File: config.mk
export PLATFORM = sky130hd
export DESIGN_NAME = mem_access_unit_flat
export DESIGN_NICKNAME = d
export VERILOG_FILES = /design/src/rtl/mem_access_unit_if.sv /design/src/rtl/mem_access_unit.sv /design/src/flat_wrapper.sv
export SDC_FILE = /design/constraint.sdc
export NUM_CORES = 1
export LEC_CHECK = 0
export CORE_ASPECT_RATIO = 1.5
export CORE_MARGIN = 10
export CORE_UTILIZATION = 41
export DETAILED_ROUTE_END_ITERATION = 8
export GPL_ROUTABILITY_DRIVEN = 0
export GPL_TIMING_DRIVEN = 0
export HOLD_SLACK_MARGIN = 0.05
export MAX_ROUTING_LAYER = met4
export PLACE_DENSITY = 0.77
export SLEW_MARGIN = 20
export SYNTH_ARGS = -nofsm -noshare
export SYNTH_HDL_FRONTEND = slang
export SYNTH_SLANG_ARGS = --single-unit
File: constraint.sdc
create_clock -name clk -period 2.3 [get_ports clk]
set_clock_uncertainty 0.1 [all_clocks]
set_input_delay 0.23 -clock clk [delete_from_list [all_inputs] [get_ports clk]]
set_output_delay 0.23 -clock clk [all_outputs]
set_load 0.05 [all_outputs]
File: src/rtl/mem_access_unit_if.sv
// ============================================================================
// Module      : mem_access_unit_if
// Description : Data-memory bus bundle between the MEM-stage master and memory.
// Revision    : 1.0 - initial release
// ============================================================================
`default_nettype none

interface mem_access_unit_if;
   logic        bus_req;
   logic        bus_we;
   logic [31:0] bus_addr;
   logic [31:0] bus_wdata;
   logic [3:0]  bus_wstrb;
   logic        bus_ack;
   logic [31:0] bus_rdata;
   logic        bus_err;

   modport master (
      output bus_req, bus_we, bus_addr, bus_wdata, bus_wstrb,
      input  bus_ack, bus_rdata, bus_err
   );

   modport slave (
      input  bus_req, bus_we, bus_addr, bus_wdata, bus_wstrb,
      output bus_ack, bus_rdata, bus_err
   );
endinterface

`default_nettype wire

File: src/rtl/mem_access_unit.sv
// ============================================================================
// Module      : mem_access_unit
// Description : MEM-stage load/store bus master with stall request and fault
//               reporting (mcause codes 4..7).
// Revision    : 1.0 - initial release
// ============================================================================
`default_nettype none

module mem_access_unit #(
   parameter int TIMEOUT = 64,
   parameter int CNT_W   = 7
) (
   input  wire logic        clk,
   input  wire logic        rst,
   input  wire logic        req_valid,
   input  wire logic        req_we,
   input  wire logic [1:0]  req_size,
   input  wire logic        req_unsigned,
   input  wire logic [31:0] req_addr,
   input  wire logic [31:0] req_wdata,
   input  wire logic        mem_flush,
   output logic             mem_stall,
   output logic             mem_done,
   output logic [31:0]      rdata_out,
   output logic [3:0]       mem_error,
   mem_access_unit_if.master bus
);

   typedef enum logic [1:0] {
      S_IDLE = 2'd0,
      S_BUSY = 2'd1,
      S_DONE = 2'd2
   } state_t;

   localparam logic [CNT_W-1:0] c_cnt_last   = CNT_W'(TIMEOUT - 1);
   localparam logic [3:0]       c_err_none   = 4'd0;
   localparam logic [3:0]       c_err_ld_mis = 4'd4;
   localparam logic [3:0]       c_err_ld_flt = 4'd5;
   localparam logic [3:0]       c_err_st_mis = 4'd6;
   localparam logic [3:0]       c_err_st_flt = 4'd7;

   state_t           r_state;
   state_t           w_state_nxt;
   logic [CNT_W-1:0] r_cnt;

   logic             r_bus_req;
   logic             r_bus_we;
   logic [31:0]      r_bus_addr;
   logic [31:0]      r_bus_wdata;
   logic [3:0]       r_bus_wstrb;
   logic [1:0]       r_size;
   logic             r_unsigned;
   logic [1:0]       r_addr_lo;
   logic [31:0]      r_rdata;
   logic [3:0]       r_error;

   logic             w_accept;
   logic             w_misaligned;
   logic             w_timeout;
   logic             w_stall;
   logic             w_done;
   logic [31:0]      w_st_data;
   logic [3:0]       w_st_strb;
   logic [7:0]       w_ld_byte;
   logic [15:0]      w_ld_half;
   logic [31:0]      w_ld_data;

   assign w_accept     = req_valid && !mem_flush;
   assign w_misaligned = ((req_size == 2'b01) && req_addr[0]) ||
                         (req_size[1] && (req_addr[1:0] != 2'b00));
   assign w_timeout    = (r_cnt == c_cnt_last);

   // Store lane replication and byte strobes
   always_comb begin
      w_st_data = req_wdata;
      w_st_strb = 4'b1111;
      case (req_size)
         2'b00: begin
            w_st_data = {4{req_wdata[7:0]}};
            w_st_strb = 4'b0001 << req_addr[1:0];
         end
         2'b01: begin
            w_st_data = {2{req_wdata[15:0]}};
            w_st_strb = 4'b0011 << req_addr[1:0];
         end
         default: begin
            w_st_data = req_wdata;
            w_st_strb = 4'b1111;
         end
      endcase
      if (!req_we) begin
         w_st_strb = 4'b0000;
      end
   end

   // Load lane selection and sign/zero extension
   always_comb begin
      w_ld_byte = 8'h00;
      w_ld_half = r_addr_lo[1] ? bus.bus_rdata[31:16] : bus.bus_rdata[15:0];
      w_ld_data = bus.bus_rdata;
      case (r_addr_lo)
         2'd0:    w_ld_byte = bus.bus_rdata[7:0];
         2'd1:    w_ld_byte = bus.bus_rdata[15:8];
         2'd2:    w_ld_byte = bus.bus_rdata[23:16];
         default: w_ld_byte = bus.bus_rdata[31:24];
      endcase
      case (r_size)
         2'b00:   w_ld_data = r_unsigned ? {24'h000000, w_ld_byte}
                                         : {{24{w_ld_byte[7]}}, w_ld_byte};
         2'b01:   w_ld_data = r_unsigned ? {16'h0000, w_ld_half}
                                         : {{16{w_ld_half[15]}}, w_ld_half};
         default: w_ld_data = bus.bus_rdata;
      endcase
   end

   always_ff @(posedge clk) begin
      if (rst) begin
         r_state <= S_IDLE;
      end else begin
         r_state <= w_state_nxt;
      end
   end

   always_comb begin
      w_state_nxt = r_state;
      w_stall     = 1'b0;
      w_done      = 1'b0;
      case (r_state)
         S_IDLE: begin
            if (w_accept) begin
               if (w_misaligned) begin
                  w_state_nxt = S_DONE;
               end else begin
                  w_stall     = 1'b1;
                  w_state_nxt = S_BUSY;
               end
            end
         end
         S_BUSY: begin
            w_stall = 1'b1;
            if (bus.bus_ack || w_timeout) begin
               w_state_nxt = S_DONE;
            end
         end
         S_DONE: begin
            // req_valid is deliberately ignored so the retiring instruction is not re-issued
            w_done      = 1'b1;
            w_state_nxt = S_IDLE;
         end
         default: begin
            w_state_nxt = S_IDLE;
         end
      endcase
   end

   always_ff @(posedge clk) begin
      if (rst) begin
         r_cnt       <= '0;
         r_bus_req   <= 1'b0;
         r_bus_we    <= 1'b0;
         r_bus_addr  <= 32'h0;
         r_bus_wdata <= 32'h0;
         r_bus_wstrb <= 4'b0000;
         r_size      <= 2'b00;
         r_unsigned  <= 1'b0;
         r_addr_lo   <= 2'b00;
         r_rdata     <= 32'h0;
         r_error     <= c_err_none;
      end else begin
         case (r_state)
            S_IDLE: begin
               r_cnt <= '0;
               if (w_accept) begin
                  if (w_misaligned) begin
                     r_error <= req_we ? c_err_st_mis : c_err_ld_mis;
                  end else begin
                     r_bus_req   <= 1'b1;
                     r_bus_we    <= req_we;
                     r_bus_addr  <= {req_addr[31:2], 2'b00};
                     r_bus_wdata <= w_st_data;
                     r_bus_wstrb <= w_st_strb;
                     r_size      <= req_size;
                     r_unsigned  <= req_unsigned;
                     r_addr_lo   <= req_addr[1:0];
                  end
               end
            end
            S_BUSY: begin
               if (bus.bus_ack) begin
                  r_bus_req <= 1'b0;
                  r_cnt     <= '0;
                  r_rdata   <= r_bus_we ? 32'h0 : w_ld_data;
                  if (bus.bus_err) begin
                     r_error <= r_bus_we ? c_err_st_flt : c_err_ld_flt;
                  end else begin
                     r_error <= c_err_none;
                  end
               end else if (w_timeout) begin
                  r_bus_req <= 1'b0;
                  r_cnt     <= '0;
                  r_error   <= r_bus_we ? c_err_st_flt : c_err_ld_flt;
               end else begin
                  r_cnt <= r_cnt + 1'b1;
               end
            end
            S_DONE: begin
               r_rdata <= 32'h0;
               r_error <= c_err_none;
            end
            default: begin
               r_bus_req <= 1'b0;
            end
         endcase
      end
   end

   // Reset forces the combinational handshake outputs low as well
   assign mem_stall     = w_stall && !rst;
   assign mem_done      = w_done && !rst;
   assign rdata_out     = r_rdata;
   assign mem_error     = r_error;
   assign bus.bus_req   = r_bus_req;
   assign bus.bus_we    = r_bus_we;
   assign bus.bus_addr  = r_bus_addr;
   assign bus.bus_wdata = r_bus_wdata;
   assign bus.bus_wstrb = r_bus_wstrb;

endmodule

`default_nettype wire

File: src/flat_wrapper.sv
// flat-port wrapper written by rule: the top's interface ports become plain ports
module mem_access_unit_flat 
#(
   parameter int TIMEOUT = 64,
   parameter int CNT_W   = 7
)
  (clk, rst, req_valid, req_we, req_size, req_unsigned, req_addr, req_wdata, mem_flush, mem_stall, mem_done, rdata_out, mem_error, bus_bus_req, bus_bus_we, bus_bus_addr, bus_bus_wdata, bus_bus_wstrb, bus_bus_ack, bus_bus_rdata, bus_bus_err);
  mem_access_unit_if bus_i ();
  input  wire logic clk;
  input  wire logic rst;
  input  wire logic req_valid;
  input  wire logic req_we;
  input  wire logic [1:0] req_size;
  input  wire logic req_unsigned;
  input  wire logic [31:0] req_addr;
  input  wire logic [31:0] req_wdata;
  input  wire logic mem_flush;
  output logic mem_stall;
  output logic mem_done;
  output logic [31:0] rdata_out;
  output logic [3:0] mem_error;
  output wire logic [$bits(bus_i.bus_req)-1:0] bus_bus_req;
  output wire logic [$bits(bus_i.bus_we)-1:0] bus_bus_we;
  output wire logic [$bits(bus_i.bus_addr)-1:0] bus_bus_addr;
  output wire logic [$bits(bus_i.bus_wdata)-1:0] bus_bus_wdata;
  output wire logic [$bits(bus_i.bus_wstrb)-1:0] bus_bus_wstrb;
  input wire logic [$bits(bus_i.bus_ack)-1:0] bus_bus_ack;
  input wire logic [$bits(bus_i.bus_rdata)-1:0] bus_bus_rdata;
  input wire logic [$bits(bus_i.bus_err)-1:0] bus_bus_err;
  assign bus_bus_req = bus_i.bus_req;
  assign bus_bus_we = bus_i.bus_we;
  assign bus_bus_addr = bus_i.bus_addr;
  assign bus_bus_wdata = bus_i.bus_wdata;
  assign bus_bus_wstrb = bus_i.bus_wstrb;
  assign bus_i.bus_ack = bus_bus_ack;
  assign bus_i.bus_rdata = bus_bus_rdata;
  assign bus_i.bus_err = bus_bus_err;
  mem_access_unit #(.TIMEOUT(TIMEOUT), .CNT_W(CNT_W)) u_core (.clk(clk), .rst(rst), .req_valid(req_valid), .req_we(req_we), .req_size(req_size), .req_unsigned(req_unsigned), .req_addr(req_addr), .req_wdata(req_wdata), .mem_flush(mem_flush), .mem_stall(mem_stall), .mem_done(mem_done), .rdata_out(rdata_out), .mem_error(mem_error), .bus(bus_i));
endmodule
==> results.sh, run 1 <==
export IMPL_cts_buffers=17
export IMPL_synthCells=648
export IMPL_globalRoute_totalOverflow=0
export IMPL_seqCellArea_um2=2340
export IMPL_floorplan_core_area_um2=12600
export IMPL_cts_sinks=117
export IMPL_syn_area_per_cell_um2=8.18
export IMPL_synth_adder_area_share_pct=1.18
export IMPL_synth_async_reset_ratio_pct=0
export IMPL_fin_crit_sh_pct=96.1
export IMPL_synth_top_cells_by_count="nand2_1 (150), dfxtp_1 (117), a21oi_1 (71)"
export IMPL_multi_input_area_um2=2730
export IMPL_grt_pass1_vias=6172
export IMPL_final_area_um2=8270
export IMPL_critPathLaunchType="flop"
export IMPL_cp_required_ns=1.97
export IMPL_synth_distinct_cells=49
export IMPL_hp_class="in2reg"
export IMPL_yosys_area_share_simple_pct=19.4
export IMPL_rsz0062_at_grt="false"
export IMPL_clkTransAtPathRegs_ns=0.05
export IMPL_leakage_nw=2.91
export IMPL_num_rows=50
export IMPL_route_detailed_drc=0
export IMPL_layout_min_cycle_time_ns=2.21
export IMPL_synth_edf_count=0
export IMPL_cap_viol_max_count=0
export IMPL_worst_setup_path_type="reg2out"
export IMPL_synth_top_area_cell="dfxtp_1"
export IMPL_finalWorstSetupSlack_ns=0.0903
export IMPL_htree_levels=4
export IMPL_drtPass1Iterations=5
export IMPL_wl_per_cell_um=19.9
export IMPL_cp_max_fo=19
export IMPL_synthXorXnorAreaFrac_pct=0
export IMPL_ctsHoldBuffers=0
export IMPL_portBuffers=209
export IMPL_power_density_nw_per_um2=725
export IMPL_fin_nets=988
export IMPL_slew_violations=0
export IMPL_clk_path_buf_depth=2
export IMPL_tightestPinTransition_ns=0.736
export IMPL_grt_max_degree=20
export IMPL_syn_area_um2=5300
export IMPL_syn_to_final_growth_pct=56.0
export IMPL_clockRootBuffer="clkbuf_16"
export IMPL_timing_fmax_mhz=453
export IMPL_yosysMostFrequentCell="nand2_1"
export IMPL_final_hold_viol_count=0
export IMPL_die_height_um=159
export IMPL_endpoint_kind="output pin"
export IMPL_via_count=5834
export IMPL_track_usage_pct=22.9
export IMPL_setup_viol=0
export IMPL_drtAntennaViolNets=0
export IMPL_synth_ff_type="dfxtp_1"
export IMPL_cp_arrival_ns=1.88
export IMPL_synth_compound_area_share_pct=24.8
export IMPL_slew_limit_headroom_pct=50.4
export IMPL_vias_per_cell=5.57
export IMPL_pin_count=214
export IMPL_drt_total_wl_um=20800
export IMPL_n_fill_cell=1045
export IMPL_dp_worst_setup_slack_ns=-1.10
export IMPL_grt_antenna_before_repair=1
export IMPL_grt_pass1_wl_um=32600
export IMPL_place_area_um2=7590
export IMPL_synth_top_area_share_pct=44.2
export IMPL_die_area_um2=18000
export IMPL_die_w_um=113
export IMPL_drive_above_1_share_pct=7.98
export IMPL_ys_ff_latch=117
export IMPL_synth_top_family_by_area="compound AO/OA/AOI/OAI gates"
export IMPL_synth_area_leaders="dfxtp_1 (44%), nand2_1 (11%), a21oi_1 (6.7%)"
export IMPL_clk_latency_ns=0.41
export IMPL_dp_hpwl_um=16300
export IMPL_holdWs_ns=0.150
export IMPL_start_util_pct=42.1
export IMPL_ir_drop_uv=673
export IMPL_cts_tree="built"
export IMPL_yosysSeqAreaShare_pct=44.2
export IMPL_drt_iter0_drc=265
export IMPL_synth_mux_area_share_pct=5.38
export IMPL_status="finished clean"
export IMPL_ys_warnings_count=0
[timing repair]
item,4_1_cts,5_1_grt
endpoints found under the setup margin,63,45
cloned,0,0
pin swaps,1,0
hold endpoints to repair,0,0
setup buffers,1,0
gates resized for setup,14,22
[registers in the layout (all words and copies together) (netlist names)]
signal	cells
u_core.bus.bus_wdata	32
u_core.rdata_out	32
u_core.bus.bus_addr	30
u_core.r_cnt	7
u_core.bus.bus_wstrb	4
u_core.mem_error	3
u_core.r_addr_lo	2
u_core.r_size	2
u_core.r_state	2
u_core.bus.bus_req	1
u_core.bus.bus_we	1
u_core.r_unsigned	1
[cell type report]
type	instances	area share (%)
Timing Repair Buffer	210	25.5
Buffer	53	3.04
Clock buffer	19	5.48
Antenna cell	1	0.0303
Clock inverter	13	1.89
Sequential cell	117	28.4
Multi-Input combinational cell	471	33.0
Tap cell	156	2.36
Inverter	7	0.318
[stage by stage]
stage	power, mW	setup TNS (ns)	cells	utilization [%]
2_1_floorplan	2.81	0	650	-
3_3_place_gp	3.27	-17.67	1015	60.4
3_5_place_dp	3.29	-23.25	1015	60.4
4_1_cts	5.99	-0.0448	1046	65.4
5_1_grt	6.19	0	1047	65.7
6_report	5.99	0	1047	65.7
[placed cells by master, fill, tap and decap left out, drive strengths merged, types with 14 or more instances in the layout]
cell type and count:
clkbuf 59, a22oi 18, dfxtp 117, clkdlybuf4s50 205, mux2i 24, nand2b 14, a21oi 81, o21ai 35
buf 15, a32o 14, nand2 150, nor2 40
[where the power goes]
group / leakage, nW / internal (mW) / switching (mW) / total, mW
clock: 0.298 / 1.75 / 0.956 / 2.71
sequential: 0.949 / 2.10 / 0.0453 / 2.15
combinational: 1.66 / 0.445 / 0.686 / 1.13
total: 2.91 / 4.30 / 1.69 / 5.99
[per-layer routing]
| metal | part of all wire [%] | wire length (um) | track usage, % |
|---|---|---|---|
| met3 | 6.9 | 1430 | 6.25 |
| met4 | 4.4 | 917 | 11.3 |
| met5 | 0 | 0 | - |
| met1 | 36 | 7520 | 22.8 |
| met2 | 53 | 10900 | 39.9 |
[worst paths after layout]
| path | start | to | slack (ns) | cells after the start |
|---|---|---|---|---|
| max | u_core.r_state[0]$_SDFFE_PP0P_ | mem_stall | 0.09 | 8 |
| min | req_addr[1] | u_core.r_addr_lo[1]$_SDFFE_PP0P_ | 0.15 | 3 |
| max reg2reg | u_core.r_state[1]$_SDFFE_PP0P_ | u_core.rdata_out[5]$_SDFFE_PP0P_ | 0.11 | 8 |
| min reg2reg | u_core.bus.bus_addr[20]$_SDFFE_PP0P_ | u_core.bus.bus_addr[20]$_SDFFE_PP0P_ | 0.35 | 2 |
[critical path: stages, from the launching register on]
cell,delay [ns]
dfxtp_2,0.33
inv_1,0.08
ha_1,0.17
and4_1,0.19
buf_4,0.17
buf_12,0.16
nor2_1,0.05
nor2_1,0.12
buf_6,0.18
[cell families after synthesis]
family                     count (synthesis)
muxes                                     27
adders and majority gates                  5
and+or+nand+nor                          237
AOI/OAI and AO/OA                        199
buffers and inverters                     62
other                                      1
DFF                                      117
(Power assumes the default switching activity.)
==> inputs of run 2 (changes only) <==
--- a/config.mk
+++ b/config.mk
@@ -14,6 +14,7 @@
 export HOLD_SLACK_MARGIN = 0.05
 export MAX_ROUTING_LAYER = met4
 export PLACE_DENSITY = 0.77
+export SETUP_SLACK_MARGIN = 0.05
 export SLEW_MARGIN = 20
 export SYNTH_ARGS = -nofsm -noshare
 export SYNTH_HDL_FRONTEND = slang
==> run 2 against run 1 <==
Against the previous run:
- power is 0.24% higher
- fmax rose by 1.7%
- non-clock buffer count rose by 7
- die area did not move
- cell area increased by 0.56%
- setup slack better by 0.037 ns
- sequential power barely moved
- worst hold slack improved by 0.12 ns
- critical path depth unchanged
- sequential share of layout area fell by 0.16 points
- core utilization increased by 0.37 points
- cell count up 0.67%
- critical endpoint unchanged
- highest routed layer unchanged
==> results.sh, run 2 (synthesized netlist as in run 1, its figures left out) <==
export IMPL_wl_per_cell_um=19.8
export IMPL_pin_count=214
export IMPL_cts_tree="built"
export IMPL_cts_sinks=117
export IMPL_grt_pass1_vias=6191
export IMPL_slew_limit_headroom_pct=48.4
export IMPL_grt_pass1_wl_um=32600
export IMPL_crit_buf_inv=4
export IMPL_num_rows=50
export IMPL_place_area_um2=7590
export IMPL_setup_viol=0
export IMPL_cp_required_ns=1.97
export IMPL_fin_crit_sh_pct=94.5
export IMPL_holdWs_ns=0.266
export IMPL_layout_min_cycle_time_ns=2.17
export IMPL_drive_above_1_share_pct=9.03
export IMPL_grt_max_degree=17
export IMPL_hp_class="in2reg"
export IMPL_rsz0062_at_grt="false"
export IMPL_timing_fmax_mhz=460
export IMPL_layout_common_cells="clkdlybuf4s50_1 (205), nand2_1 (149), dfxtp_1 (115)"
export IMPL_drt_total_wl_um=20800
export IMPL_clk_path_buf_depth=2
export IMPL_fin_cells=1054
export IMPL_cp_cell_sequence="inv_1, ha_1, and4_1, buf_6, buf_12, nor2_1, nor2_1, buf_6"
export IMPL_cap_viol_max_count=0
export IMPL_status="finished clean"
export IMPL_globalRoute_totalOverflow=0
export IMPL_finalWorstSetupSlack_ns=0.128
export IMPL_endpoint_kind="output pin"
export IMPL_track_usage_pct=22.9
export IMPL_max_stage_delay_ns=0.33
export IMPL_dp_worst_setup_slack_ns=-1.10
export IMPL_multi_input_area_um2=2730
export IMPL_cp_arrival_ns=1.84
export IMPL_htree_levels=4
export IMPL_clockRootBuffer="clkbuf_16"
export IMPL_n_fill_cell=1037
export IMPL_start_util_pct=42.1
export IMPL_leakage_nw=2.93
export IMPL_crit_family="buffers and inverters"
export IMPL_critPathSlowestCell="dfxtp_2"
export IMPL_final_common_cell="clkdlybuf4s50_1"
export IMPL_route_detailed_drc=0
export IMPL_via_count=5862
export IMPL_ctsHoldBuffers=0
export IMPL_final_area_um2=8310
export IMPL_cts_buffers=17
export IMPL_fin_nets=995
export IMPL_dp_cells=1015
export IMPL_clk_latency_ns=0.41
export IMPL_critPathLaunchType="flop"
export IMPL_r2r_slack_ns=0.14
export IMPL_die_height_um=159
export IMPL_drtPass1Iterations=5
export IMPL_dp_hpwl_um=16300
export IMPL_die_area_um2=18000
export IMPL_cp_max_fo=13
export IMPL_drt_iter0_drc=332
export IMPL_drtAntennaViolNets=0
export IMPL_floorplan_core_area_um2=12600
export IMPL_min_path_cells=3
export IMPL_final_hold_viol_count=0
export IMPL_tightestPinTransition_ns=0.766
export IMPL_die_w_um=113
export IMPL_syn_to_final_growth_pct=56.9
export IMPL_portBuffers=209
export IMPL_seqCellArea_um2=2340
export IMPL_worst_setup_path_type="reg2out"
export IMPL_clkTransAtPathRegs_ns=0.06
export IMPL_vias_per_cell=5.56
export IMPL_rr_worst_depth=7
export IMPL_path_depth=8
export IMPL_slew_violations=0
export IMPL_grt_antenna_before_repair=1
export IMPL_ir_drop_uv=670
export IMPL_power_density_nw_per_um2=722
-- run 2: layer usage --
metal  GRT usage (%)  vias to the layer above  routed length [um]
li1                -                     2764                   -
met1            22.8                     2748                7500
met5               -                        -                   0
met4            12.0                        0                 930
met2            39.8                      288               11000
met3            5.91                       62                1410
-- run 2: area by class of cell --
class | count | share of cell area [%]
multi-input cells | 471 | 32.8
inverters | 7 | 0.316
clock inverters | 13 | 1.88
repair buffers | 217 | 25.8
well taps | 156 | 2.35
flip-flops and latches | 117 | 28.2
clock buffers | 19 | 5.45
diodes | 1 | 0.0301
plain buffers | 53 | 3.10
-- run 2: stage by stage --
step                      total power [mW]  util [%]  TNS (ns)
after floorplan                       2.81         -         0
after global placement                3.27      60.4    -17.67
after detailed placement              3.29      60.4    -23.25
after CTS                             6.00      65.6   -0.0291
after global routing                  6.21      66.1         0
final                                 6.00      66.1         0
-- run 2: final timing paths --
kind	end	start
worst max-delay path	mem_stall	u_core.r_state[0]$_SDFFE_PP0P_
worst min-delay path	u_core.bus.bus_addr[6]$_SDFFE_PP0P_	req_addr[6]
worst max register to register	u_core.rdata_out[29]$_SDFFE_PP0P_	u_core.r_state[0]$_SDFFE_PP0P_
worst min register to register	u_core.bus.bus_addr[20]$_SDFFE_PP0P_	u_core.bus.bus_addr[20]$_SDFFE_PP0P_
-- run 2: what timing repair did --
action / CTS / global route
endpoints found under the setup margin: 63 / 52
buffers inserted: 1 / 7
pin swaps: 1 / 0
gates resized for setup: 23 / 19
-- run 2: worst reg2reg max path: stages, from the launching register on --
cell	delay (ns)
dfxtp_2	0.35
inv_1	0.06
ha_1	0.30
nor4bb_2	0.45
and2_1	0.18
buf_2	0.29
a22oi_1	0.18
a21oi_2	0.18
-- run 2: where the power goes --
group / internal [mW] / switching (mW) / leakage (nW)
Combinational: 0.455 / 0.687 / 1.69
Sequential: 2.10 / 0.0452 / 0.949
Clock: 1.75 / 0.958 / 0.298
Total: 4.31 / 1.69 / 2.93
